**src/rtl/cpu_pkg.sv**
```systemverilog
// cpu_pkg: shared datapath widths and types for the CPU counter users.
`timescale 1ns/100ps
package cpu_pkg;
    localparam int CNT_WIDTH_DEFAULT = 4;
    typedef logic [CNT_WIDTH_DEFAULT-1:0] cnt_t;
endpackage

```
**src/rtl/counter.sv**
```systemverilog
// counter: loadable free-running up-counter with terminal-count decode.
`timescale 1ns/100ps
module counter
    import cpu_pkg::*;
#(
    parameter int WIDTH = CNT_WIDTH_DEFAULT,
    parameter logic [WIDTH-1:0] RESET_VAL = '0
) (
    input  logic             clk,
    input  logic             rst_n,
    input  logic             load,
    input  logic [WIDTH-1:0] load_val,
    output logic [WIDTH-1:0] count,
    output logic             tc
);
    always_ff @(posedge clk or negedge rst_n)
        if (!rst_n) count <= RESET_VAL;
        else        count <= load ? load_val : count + 1'b1;
    assign tc = &count;
`ifndef SYNTHESIS
    // $past(rst_n) gates out the first edge after reset release
    a_load: assert property (@(posedge clk) disable iff (!rst_n)
        $past(rst_n) && $past(load) |-> count == $past(load_val));
    a_inc: assert property (@(posedge clk) disable iff (!rst_n)
        $past(rst_n) && !$past(load) |-> count == WIDTH'($past(count) + 1'b1));
    a_rst: assert property (@(posedge clk) !rst_n |-> count == RESET_VAL);
`endif
endmodule

```
**config.mk**
```make
export PLATFORM = sky130hd
export DESIGN_NAME = counter
export DESIGN_NICKNAME = d
export VERILOG_FILES = /design/src/rtl/cpu_pkg.sv /design/src/rtl/counter.sv
export SDC_FILE = /design/constraint.sdc
export NUM_CORES = 1
export LEC_CHECK = 0
export ABC_AREA = 1
export BUFFER_PORTS_ARGS = -buffer_cell sky130_fd_sc_hd__buf_2
export CELL_PAD_IN_SITES_DETAIL_PLACEMENT = 1
export CELL_PAD_IN_SITES_GLOBAL_PLACEMENT = 2
export CORE_AREA = 2 2 39 41
export CTS_CLUSTER_SIZE = 24
export DETAILED_ROUTE_END_ITERATION = 12
export DIE_AREA = 0 0 41 43
export PLACE_DENSITY_LB_ADDON = 0.1
export SYNTH_ARGS = -nofsm -noshare
export SYNTH_HDL_FRONTEND = slang
export SYNTH_SLANG_ARGS = --single-unit
```
**constraint.sdc**
```tcl
create_clock -name clk -period 2.72 [get_ports clk]
set_clock_uncertainty 0.15 [all_clocks]
set_input_delay 0.544 -clock clk [delete_from_list [all_inputs] [get_ports clk]]
set_output_delay 0.544 -clock clk [all_outputs]
set_load 0.005 [all_outputs]
```
==> flow_metrics.tcl <==
set metrics [dict create \
    area_growth_pct 55.1 \
    gr-total-overflow 0 \
    cts_root_buf "clkbuf_4" \
    final_core_util 0.219 \
    grt_pass1_vias 239 \
    path_cells "ha_1, nand2_1, nor2_1, buf_2" \
    post-dp-hpwl_um 436 \
    clock_path_buffers 2 \
    tritoncts "done" \
    drive_above_1_share 0.385 \
    grtUsageTotal 0.0846 \
    synth_edf_count 0 \
    period_share 0.670 \
    die_w_um 41 \
    regMostFlops "count" \
    clk_pin_slew_ns 0.04 \
    via_count 213 \
    relSlewSlack 0.895 \
    period_needed_ns 1.82 \
    ys_seq_elements 4 \
    ys.flop_type "dfrtp_1" \
    grt_pass1_wl_um 910 \
    synth_most_common_cell "nand2_1" \
    synthCells 24 \
    cp_max_fo 5 \
    die_h_um 43 \
    synthTopCellsByArea "dfrtp_1 51%, nand2_1 19%, ha_1 6.4%" \
    core-area_um2 1380 \
    nNetsFinal 49 \
    p_leak_nw 0.169 \
    hold_viol 0 \
    die_area_um2 1760 \
    drtIter0Drc 0 \
    cap_violations 0 \
    synth_async_sr_flop_share 1.00 \
    max_freq_mhz 549 \
    slowest_delay_ns 0.41 \
    portBuffers 11 \
    drv_slew 0 \
    vias_per_cell 3.87 \
    ant_nets 0 \
    ios 12 \
    powerDensity_nw_per_um2 599 \
    endpoint_kind "output port" \
    synth_top_area_frac 0.513 \
    htreeDepth 1 \
    largest_register_ffs 4 \
    wl_per_cell_um 9.56 \
    yosys-top-cells-count "10 x nand2_1, 4 x dfrtp_1, 2 x inv_1, 2 x nand3_1, 2 x nor2_1" \
    cpLargestDelayFamily "flip-flops" \
    cts.sinks 4 \
    worstMarginPinSlew_ns 0.158 \
    cts_inserted_buffers 3 \
    syn-cell-area_um2 195 \
    row_count 14 \
    reg_top3 "count x4" \
    rsz0062_at_grt "no" \
    synth_fp_nets 32 \
    min_path_type "primary input to flop" \
    cp_slowest_cell "dfrtp_1" \
    drt-pass1-iter-count 1 \
    start_kind "flop" \
    synth_cell_types 9 \
    arrival_ns 1.13 \
    yosysWarnings 0 \
    finalSetupViolCount 0 \
    insertion_delay_ns 0.23 \
    ys_seq_area_frac 0.513 \
    peakVddDrop_mv 0.123 \
    diodes 0 \
    cp_num_buf_inv 1 \
    antenna_found_initial 0 \
    grt_start_max_net_pins 7 \
    outcome "finished clean" \
    drc_errors 0 \
    gp_congestion 0.644 \
    synth_top_area_cell "dfrtp_1" \
    critical_path_class "flop to output port" \
    fin_setup_tns_ns 0 \
    syn_avg_cell_area_um2 8.13 \
    ctsResizeCount 0 \
    worst_ep_required_time_ns 2.03 \
    floorplan.initialDensity 0.141 \
    routed_wirelength_um 526 \
]
-- cell usage in the layout, fill, tap and decap left out, types with 2 or more instances in the layout --
cell | Yosys | layout
nor2_1 | 2 | 2
dfrtp_1 | 4 | 4
inv_1 | 2 | 2
nand2_1 | 10 | 10
clkbuf_4 | 0 | 3
nand3_1 | 2 | 2
buf_2 | 0 | 11
-- layer usage --
layer	global-route usage	vias up	wire [µm]
met1	0.0844	97	217
li1	-	108	-
met3	0.0157	0	40
met4	0.120	0	0
met2	0.116	8	268
met5	0	-	0
-- tightest hold or removal path, cell delays in order --
cell and delay (ns):
buf_2 0.07, nand2_1 0.04, nand2_1 0.05
-- worst paths after layout --
kind	depth (start not counted)	slack, ns	from	end
setup / recovery	4	0.90	count[0]	tc
hold / removal	3	0.37	load_val[3]	count[3]
setup reg to reg	4	1.61	count[0]	count[2]
hold reg to reg	1	0.39	count[0]	count[0]
max in group asynchronous	2	1.80	rst_n	count[1]
min in group asynchronous	2	0.50	rst_n	count[0]
-- logic make-up after synthesis --
kind of cell | Yosys count | synth area share
AOI/OAI and AO/OA | 2 | 0.0705
adders and majority gates | 1 | 0.0641
buffers and inverters | 2 | 0.0385
DFF | 4 | 0.513
and+or+nand+nor | 15 | 0.314
-- power breakdown --
part           switching [W]  internal (W)
registers         0.00000754     0.0000670
logic              0.0000164     0.0000165
clock network      0.0000246     0.0000494
-- through the flow --
step | hold WS [ns] | power, W | std cells | worst slack (ns) | instance area, µm²
6_report | 0.367 | 0.000181 | 55 | 0.899 | 303
5_1_grt | 0.380 | 0.000201 | 55 | 0.796 | 303
4_1_cts | 0.361 | 0.000189 | 55 | 0.876 | 303
3_5_place_dp | 0.207 | 0.000109 | 51 | 1.13 | 270
3_3_place_gp | 0.209 | 0.000109 | 51 | 1.17 | 270
2_1_floorplan | 0.0984 | 0.0000902 | 24 | 1.29 | 195
-- area by class of cell --
type | count | area (µm²)
repair buffers | 12 | 65.1
fillers | 175 | 1080
flip-flops and latches | 4 | 100
inverters | 2 | 7.51
multi-input cells | 18 | 87.6
well taps | 16 | 20.0
clock buffers | 3 | 22.5
-- what timing repair did --
action | 4_1_cts | 5_1_grt
endpoints found under the hold margin | 4 | 0
hold buffers | 1 | 0
buffers inserted | 0 | 0
(Power assumes the default switching activity.)
